### config.mk
export PLATFORM = sky130hd
export DESIGN_NAME = axil_cmd_master
export DESIGN_NICKNAME = d
export VERILOG_FILES = /design/src/rtl/axil_cmd_master.sv
export SDC_FILE = /design/constraint.sdc
export NUM_CORES = 1
export LEC_CHECK = 0
export BUFFER_PORTS_ARGS = -buffer_cell sky130_fd_sc_hd__buf_4
export CAP_MARGIN = 15
export CELL_PAD_IN_SITES_DETAIL_PLACEMENT = 1
export CELL_PAD_IN_SITES_GLOBAL_PLACEMENT = 1
export CORE_UTILIZATION = 30
export CTS_BUF_LIST = sky130_fd_sc_hd__clkbuf_2
export CTS_CLUSTER_SIZE = 16
export DETAILED_ROUTE_END_ITERATION = 7
export MAX_ROUTING_LAYER = met4
export PLACE_DENSITY_LB_ADDON = 0.3
export SETUP_SLACK_MARGIN = 0.05
export SLEW_MARGIN = 20
export SYNTH_ARGS = -nofsm -noshare
export SYNTH_HDL_FRONTEND = slang
export SYNTH_SLANG_ARGS = --single-unit
### constraint.sdc
create_clock -name clk -period 1.6 [get_ports clk]
set_input_delay 0.24 -clock clk [delete_from_list [all_inputs] [get_ports clk]]
set_output_delay 0.24 -clock clk [all_outputs]
set_load 0.01 [all_outputs]
### src/rtl/axil_cmd_master.sv
// rtl/axil_cmd_master.sv - single-outstanding AXI4-Lite command master (optional watchdog: AXIL_MASTER_TIMEOUT_EN)
module axil_cmd_master #(
    parameter int ADDR_W         = 32,
    parameter int DATA_W         = 32,
    parameter int TIMEOUT_CYCLES = 256
) (
    input  logic                clk,
    input  logic                rst,
    // command side
    input  logic                cmd_valid,
    output logic                cmd_ready,
    input  logic                cmd_write,
    input  logic [ADDR_W-1:0]   cmd_addr,
    input  logic [DATA_W-1:0]   cmd_wdata,
    input  logic [DATA_W/8-1:0] cmd_wstrb,
    // response side
    output logic                rsp_valid,
    input  logic                rsp_ready,
    output logic                rsp_write,
    output logic [DATA_W-1:0]   rsp_rdata,
    output logic [1:0]          rsp_resp,
    output logic                busy,
    // AXI4-Lite write address
    output logic [ADDR_W-1:0]   awaddr,
    output logic                awvalid,
    input  logic                awready,
    // AXI4-Lite write data
    output logic [DATA_W-1:0]   wdata,
    output logic [DATA_W/8-1:0] wstrb,
    output logic                wvalid,
    input  logic                wready,
    // AXI4-Lite write response
    input  logic [1:0]          bresp,
    input  logic                bvalid,
    output logic                bready,
    // AXI4-Lite read address
    output logic [ADDR_W-1:0]   araddr,
    output logic                arvalid,
    input  logic                arready,
    // AXI4-Lite read data
    input  logic [DATA_W-1:0]   rdata,
    input  logic [1:0]          rresp,
    input  logic                rvalid,
    output logic                rready
);

    typedef enum logic [2:0] {
        S_IDLE  = 3'd0,
        S_WRITE = 3'd1,
        S_WRESP = 3'd2,
        S_READ  = 3'd3,
        S_RDATA = 3'd4,
        S_RSP   = 3'd5
    } state_t;

    // The watchdog needs at least one cycle of headroom before it can fire.
    if (TIMEOUT_CYCLES < 2) begin : g_bad_timeout
        $error("axil_cmd_master: TIMEOUT_CYCLES must be at least 2");
    end

    state_t              state, state_n;
    logic [ADDR_W-1:0]   awaddr_n, araddr_n;
    logic [DATA_W-1:0]   wdata_n, rsp_rdata_n;
    logic [DATA_W/8-1:0] wstrb_n;
    logic                awvalid_n, wvalid_n, bready_n, arvalid_n, rready_n;
    logic                rsp_write_n;
    logic [1:0]          rsp_resp_n;

    assign cmd_ready = (state == S_IDLE);
    assign rsp_valid = (state == S_RSP);
    assign busy      = (state != S_IDLE);

`ifdef AXIL_MASTER_TIMEOUT_EN
    localparam int CNT_W = $clog2(TIMEOUT_CYCLES) + 1;
    localparam logic [CNT_W-1:0] TO_LIMIT = CNT_W'(TIMEOUT_CYCLES - 1);

    logic [CNT_W-1:0] to_cnt;
    logic             any_hs;
    logic             in_xfer;

    assign in_xfer = (state == S_WRITE) || (state == S_WRESP) ||
                     (state == S_READ)  || (state == S_RDATA);
    assign any_hs  = (awvalid && awready) || (wvalid && wready) ||
                     (bvalid && bready)   || (arvalid && arready) ||
                     (rvalid && rready);

    // Watchdog: cleared while idle, counts whole-transaction cycles, saturates at the limit
    always_ff @(posedge clk) begin
        if (rst) begin
            to_cnt <= '0;
        end else if (!in_xfer) begin
            to_cnt <= '0;
        end else if (to_cnt < TO_LIMIT) begin
            to_cnt <= to_cnt + 1'b1;
        end
    end
`endif

    // Next-state and next-value logic for every registered output
    always_comb begin
        state_n     = state;
        awaddr_n    = awaddr;
        wdata_n     = wdata;
        wstrb_n     = wstrb;
        araddr_n    = araddr;
        awvalid_n   = awvalid;
        wvalid_n    = wvalid;
        bready_n    = bready;
        arvalid_n   = arvalid;
        rready_n    = rready;
        rsp_rdata_n = rsp_rdata;
        rsp_resp_n  = rsp_resp;
        rsp_write_n = rsp_write;

        case (state)
            S_IDLE: begin
                if (cmd_valid) begin
                    if (cmd_write) begin
                        awaddr_n  = cmd_addr;
                        wdata_n   = cmd_wdata;
                        wstrb_n   = cmd_wstrb;
                        awvalid_n = 1'b1;
                        wvalid_n  = 1'b1;
                        state_n   = S_WRITE;
                    end else begin
                        araddr_n  = cmd_addr;
                        arvalid_n = 1'b1;
                        state_n   = S_READ;
                    end
                end
            end
            S_WRITE: begin
                // Address and data channels retire independently, in any order.
                if (awvalid && awready) awvalid_n = 1'b0;
                if (wvalid && wready)   wvalid_n  = 1'b0;
                if (!awvalid_n && !wvalid_n) begin
                    bready_n = 1'b1;
                    state_n  = S_WRESP;
                end
            end
            S_WRESP: begin
                if (bvalid && bready) begin
                    bready_n    = 1'b0;
                    rsp_resp_n  = bresp;
                    rsp_rdata_n = '0;
                    rsp_write_n = 1'b1;
                    state_n     = S_RSP;
                end
            end
            S_READ: begin
                if (arvalid && arready) begin
                    arvalid_n = 1'b0;
                    rready_n  = 1'b1;
                    state_n   = S_RDATA;
                end
            end
            S_RDATA: begin
                if (rvalid && rready) begin
                    rready_n    = 1'b0;
                    rsp_rdata_n = rdata;
                    rsp_resp_n  = rresp;
                    rsp_write_n = 1'b0;
                    state_n     = S_RSP;
                end
            end
            S_RSP: begin
                if (rsp_ready) state_n = S_IDLE;
            end
            default: state_n = S_IDLE;
        endcase

`ifdef AXIL_MASTER_TIMEOUT_EN
        // A handshake on the expiry edge takes priority over the timeout.
        if (in_xfer && (to_cnt == TO_LIMIT) && !any_hs) begin
            awvalid_n   = 1'b0;
            wvalid_n    = 1'b0;
            bready_n    = 1'b0;
            arvalid_n   = 1'b0;
            rready_n    = 1'b0;
            rsp_resp_n  = 2'b11;
            rsp_rdata_n = '0;
            rsp_write_n = (state == S_WRITE) || (state == S_WRESP);
            state_n     = S_RSP;
        end
`endif
    end

    // State and output registers; reset abandons any transaction in flight
    always_ff @(posedge clk) begin
        if (rst) begin
            state     <= S_IDLE;
            awaddr    <= '0;
            wdata     <= '0;
            wstrb     <= '0;
            araddr    <= '0;
            awvalid   <= 1'b0;
            wvalid    <= 1'b0;
            bready    <= 1'b0;
            arvalid   <= 1'b0;
            rready    <= 1'b0;
            rsp_rdata <= '0;
            rsp_resp  <= 2'b00;
            rsp_write <= 1'b0;
        end else begin
            state     <= state_n;
            awaddr    <= awaddr_n;
            wdata     <= wdata_n;
            wstrb     <= wstrb_n;
            araddr    <= araddr_n;
            awvalid   <= awvalid_n;
            wvalid    <= wvalid_n;
            bready    <= bready_n;
            arvalid   <= arvalid_n;
            rready    <= rready_n;
            rsp_rdata <= rsp_rdata_n;
            rsp_resp  <= rsp_resp_n;
            rsp_write <= rsp_write_n;
        end
    end

endmodule

# Yosys cells after proc, flatten, opt, wreduce, memory -nomap -nowiden
# Index checks and enable logic that the tools add are counted.
word_totals:
  regBits: 143
  inputBits: 114
  word_cells: 84
classes:
  n_eq_ne: 13
  mux: 34
  n_bitwise: 1
  reduce_logical: 23
op_table:
  columns: ["cell", "n"]
  rows:
  - ["32-bit two-way mux", 2]
  - ["32-bit case mux with 2 select lines", 1]
  - ["3-bit two-way mux", 6]
  - ["3-bit case mux with 6 select lines", 1]
  - ["3-bit AND reduction", 6]
  - ["1-bit two-way mux", 14]
  - ["2-bit inequality test, second input constant", 6]
  - ["1-bit case mux with 2 select lines", 6]
  - ["2-bit nonzero test", 5]
  - ["3-bit by 2-bit equality test with 1-bit output, second input constant", 2]
  - ["3-bit equality test, second input constant", 2]
  - ["1-bit logical AND", 6]
  - ["2-bit two-way mux", 3]
  - ["6-bit AND reduction", 1]
  - ["2-bit by 1-bit inequality test with 1-bit output, second input constant", 2]
  - ["2-bit case mux with 2 select lines", 1]
  - ["4-bit AND reduction", 1]
  - ["3-bit by 1-bit equality test with 1-bit output, second input constant", 1]
  - ["3-bit zero test", 1]
  - ["3-bit nonzero test", 1]
  - ["1-bit zero test", 2]
  - ["1-bit inverter", 1]

# Logic depth before layout (Yosys ltp)
logic_depth:
  word_depth: 7
  depth_mapped: 8
  mapped_depth_nobuf: 4

# Worst setup path after synthesis
# Ideal clock, no wire load.
synth_path:
  path_kind: "register -> register"
  startpoint: "register state[2]"
  endpoint: "register wdata[10]"
  arrival_ps: 1552
  t_required_ps: 1530
  slack_ps: -22
  path_stages_with_launch: 9
  path_cell_list: "dfxtp_1 buf_4 nor3_2 and3_1 buf_2 buf_4 buf_4 nand2_1 a21oi_1"
synth_via:
  elab_chain_len: 2
synth_lines:
  columns: ["item", "line", "text"]
  rows:
  - ["from (decl)", "61", "state_t state, state_n;"]
  - ["from (signal assigned)", "205", "state <= state_n;"]
  - ["3-bit zero test", null, null]
  - ["net cmd_ready", "11", "output logic cmd_ready,"]
  - ["3-bit AND reduction (no source line)", null, null]
  - ["to (signal assigned)", "207", "wdata <= wdata_n;"]
  - ["to (decl)", "28", "output logic [DATA_W-1:0] wdata,"]
# The timed path passes the listed nets, and every way through them passes these cells.
# A chain may end at the register's enable or synchronous reset.

# Worst setup path in the final report
layout_path:
  startpoint: "register state[1]"
  endpoint: "output port rsp_valid"
layout_via:
  elab_chain_len: 1
layout_lines:
  columns: ["item", "line", "text"]
  rows:
  - ["3-bit equality test", "70", "assign rsp_valid = (state == S_RSP);"]
  - ["to (decl)", "17", "output logic rsp_valid,"]
# Every way passes these cells.

==> summary.md <==
| Metric | Value |
|---|---|
| Family with the most delay on the worst path | buffers and inverters |
| Setup TNS | -28.72 ns |
| Worst min-delay path startpoint | cmd_valid |
| Count of different cell masters after synthesis | 36 |
| 1st-iter DRT viols | 373 |
| Final ANT Viol Nets | 0 |
| Inst Count DP | 1101 |
| Leak Pwr | 0.00518 µW |
| HPWL after DPL | 11900 µm |
| Slowest CP cell | dfxtp_2 |
| Cell taking the most area after synthesis | dfxtp_1 |
| Yosys top cell area share | 0.547 |
| FF-to-FF path depth | 9 |
| Final cell count without fillers | 1317 |
| Synth-to-layout area growth | 129% |
| Fin crit share | 1.29 |
| Most used cell, CP | buf_4 |
| Vias | 6987 |
| Setup Skew | 0.0527 ns |
| Seq/Total Area, Yosys | 0.547 |
| # rows | 47 |
| Yosys warning total | 0 |
| Crit Reg-Reg Startpoint | state[2] |
| Data arrival time of the worst path | 1.82 ns |
| Syn Area/Cell | 8.01 µm² |
| Hold slack | 0.0855 ns |
| Pin count of the biggest net entering global routing | 80 |
| Cell count after synthesis | 653 |
| Fmax | 486 MHz |
| Reg-to-reg endpoint | wdata[20] |
| Ratio of cells with drive above 1 in the final layout | 0.689 |
| Slew margin rel. | 0.598 |
| Worst min-delay path endpoint | awaddr[9] |
| Post-Place Worst Slack | -0.0171 ns |
| Post-synthesis register bit count | 143 |
| Initial core utilization | 0.311 |
| Worst Tran Pin Value | 0.603 ns |
| Asr flop ratio synth | 0 |
| GP Congestion | 0.772 |
| CTS sink count | 143 |
| Final setup fails | 171 |
| # DRC | 0 |
| Number of synthesized flops with an enable pin | 0 |
| Clock slew seen by the registers of the worst setup and hold paths | 0.24 ns |
| Die H | 134 µm |
| R2R setup slack | -0.31 ns |
| CTS buffer count | 17 |
| Fin nets | 1196 |
| CTS root buf | clkbuf_2 |
| GR Overflow Total | 0 |
| Worst-skew pair later-pin latency | 0.84 ns |
| Maximum VDD drop | 0.523 mV |
| Synth area leaders | dfxtp_1, nand2_1, a21oi_1 |
| TritonRoute pass-1 iters | 4 |
| Critical Path RT | 1.36 ns |
| Status | finished, violations left |
| RSZ-0062 raised after global routing | yes |
| Worst path cell trace | buf_6, buf_4, nand3b_1, inv_1, buf_4 |
| Startpoint types | flop |
| Buf+Inv Stages, Crit Path | 4 |
| WHS Path Cells | 5 |
| I/O pin cnt | 257 |
| Top FF cell, synth | dfxtp_1 |
| Final hold violations | 0 |
| Final wirelength | 35100 µm |
| Deepest clock path buffer count | 2 |
| Die area | 0.0180 mm² |
| Crit Path Max Fanout | 3 |
| Fill count | 1675 |
| Die width | 134 µm |
| Setup ws final | -0.458 ns |
| Initial antenna violation count | 2 |
| Multi-input gate area | 0.00358 mm² |
| Vias per cell | 5.31 |
| Worst Path Class, Setup | flop to primary output |
| Mapped Area | 0.00523 mm² |
| First-pass GRT wire length | 38400 µm |
| Sequential cell area | 0.00298 mm² |
| CTS tree | yes |
| # Max-Cap Violations | 0 |
| Tmin final | 2.06 ns |
| Worst setup EP type | primary output |
| Violated checks | negative setup slack |
| Number of global-route vias before repair | 6890 |
| Critical path's largest stage delay | 0.39 ns |
| Syn nets | 767 |
| Core Area | 0.0168 mm² |
| CTS H-tree depth | 4 |
| Wire per inst | 26.6 µm |
| PD cells | 1180 mW/mm² |
| GRT Total Usage | 0.289 |
| Max-slew violations | 0 |
| PortBufs | 256 |
| Type of the tightest min-delay check | primary input to flop |
routing by layer:
layer  vias up  global-route usage  routed length [µm]
met5         -                   -                   0
met4         0               0.102                1630
met3       108              0.0809                2170
met2       344               0.499               17800
met1      3510               0.317               13400
li1       3025                   -                   -
area by class of cell:
cell class                      instances  area share
Inverter                                2    0.000627
Clock inverter                         15      0.0196
Sequential cell                       143       0.249
Antenna cell                            2    0.000418
Multi-Input combinational cell        458       0.299
Timing Repair Buffer                  460       0.401
Clock buffer                           17     0.00710
Tap cell                              220      0.0230
cell families (layout without fill, tap and decap cells):
logic type,count (synthesis),count (layout),share of synthesized area
other,0,2,0
AO/OA/AOI/OAI,185,185,0.186
AND/OR/NAND/NOR,268,269,0.210
flip-flops,143,143,0.547
buffers and inverters,53,494,0.0483
multiplexers,4,4,0.00766
registers in the layout, summed over array words and instances (netlist names):
signal and count:
bready 1, rsp_resp 2, wdata 32, wstrb 4, rsp_rdata 32, rsp_write 1, state 3, rready 1
arvalid 1, wvalid 1, awvalid 1, araddr 32, awaddr 32
synth_stat cells, types with 2 or more instances:
| master | number |
|---|---|
| inv_1 | 2 |
| clkbuf_1 | 31 |
| nand2_1 | 242 |
| nand2b_1 | 3 |
| nand3b_1 | 2 |
| o21ai_1 | 31 |
| nor2b_1 | 5 |
| buf_4 | 4 |
| or3b_1 | 2 |
| or3_1 | 2 |
| a41oi_1 | 2 |
| o21ai_0 | 5 |
| nor3_1 | 2 |
| dfxtp_1 | 143 |
| o2111ai_1 | 2 |
| buf_6 | 3 |
| mux2i_1 | 4 |
| a21oi_1 | 138 |
| buf_2 | 13 |
worst min-delay path, cell delays in order:
cell and delay (ns):
buf_4 0.16, nand3_4 0.17, buf_12 0.19, nand2_4 0.06, a21oi_2 0.04
per-stage QoR:
stage                     power [µW]  cell area (µm²)   util
after detailed placement        7590             7480  0.445
after global placement          7550             7480  0.445
after CTS                      12000            10200  0.605
after global routing           14500            12000  0.712
after floorplan                 5910             5240      -
final                          14100            12000  0.712
power breakdown:
part | total (µW) | switching (µW) | internal (µW)
Sequential | 4390 | 385 | 4000
Combinational | 6860 | 3540 | 3320
Clock | 2870 | 1650 | 1210
worst max-delay path by stage:
stage,from,to,cells past startpoint
3_5_place_dp,state[2],rsp_resp[0],5
6_report,state[1],rsp_valid,5
3_3_place_gp,state[2],rsp_resp[0],5
5_1_grt,state[1],rsp_valid,5
2_1_floorplan,state[2],wdata[10],8
4_1_cts,state[2],busy,5
cell usage in the layout (no fill, tap or decap), types with 5 or more instances in the layout:
cell type	n
clkbuf_16	9
nand2_2	42
dfxtp_1	60
clkbuf_2	17
nand2_4	111
bufinv_16	5
dfxtp_4	5
buf_16	8
a21oi_1	16
nor2b_1	5
buf_12	25
nand2_1	89
buf_6	102
o21ai_0	5
dlygate4sd3_1	111
buf_4	201
o21ai_1	31
a21oi_2	122
dfxtp_2	78
timing repair:
item,CTS,global route
pin swaps,14,192
endpoints found under the hold margin,143,0
gates resized for setup,167,454
gates cloned,21,12
hold buffers,111,0
endpoints found under the setup margin,230,281
buffers inserted,29,22
Note: power is estimated with default switching activity, not from simulation.
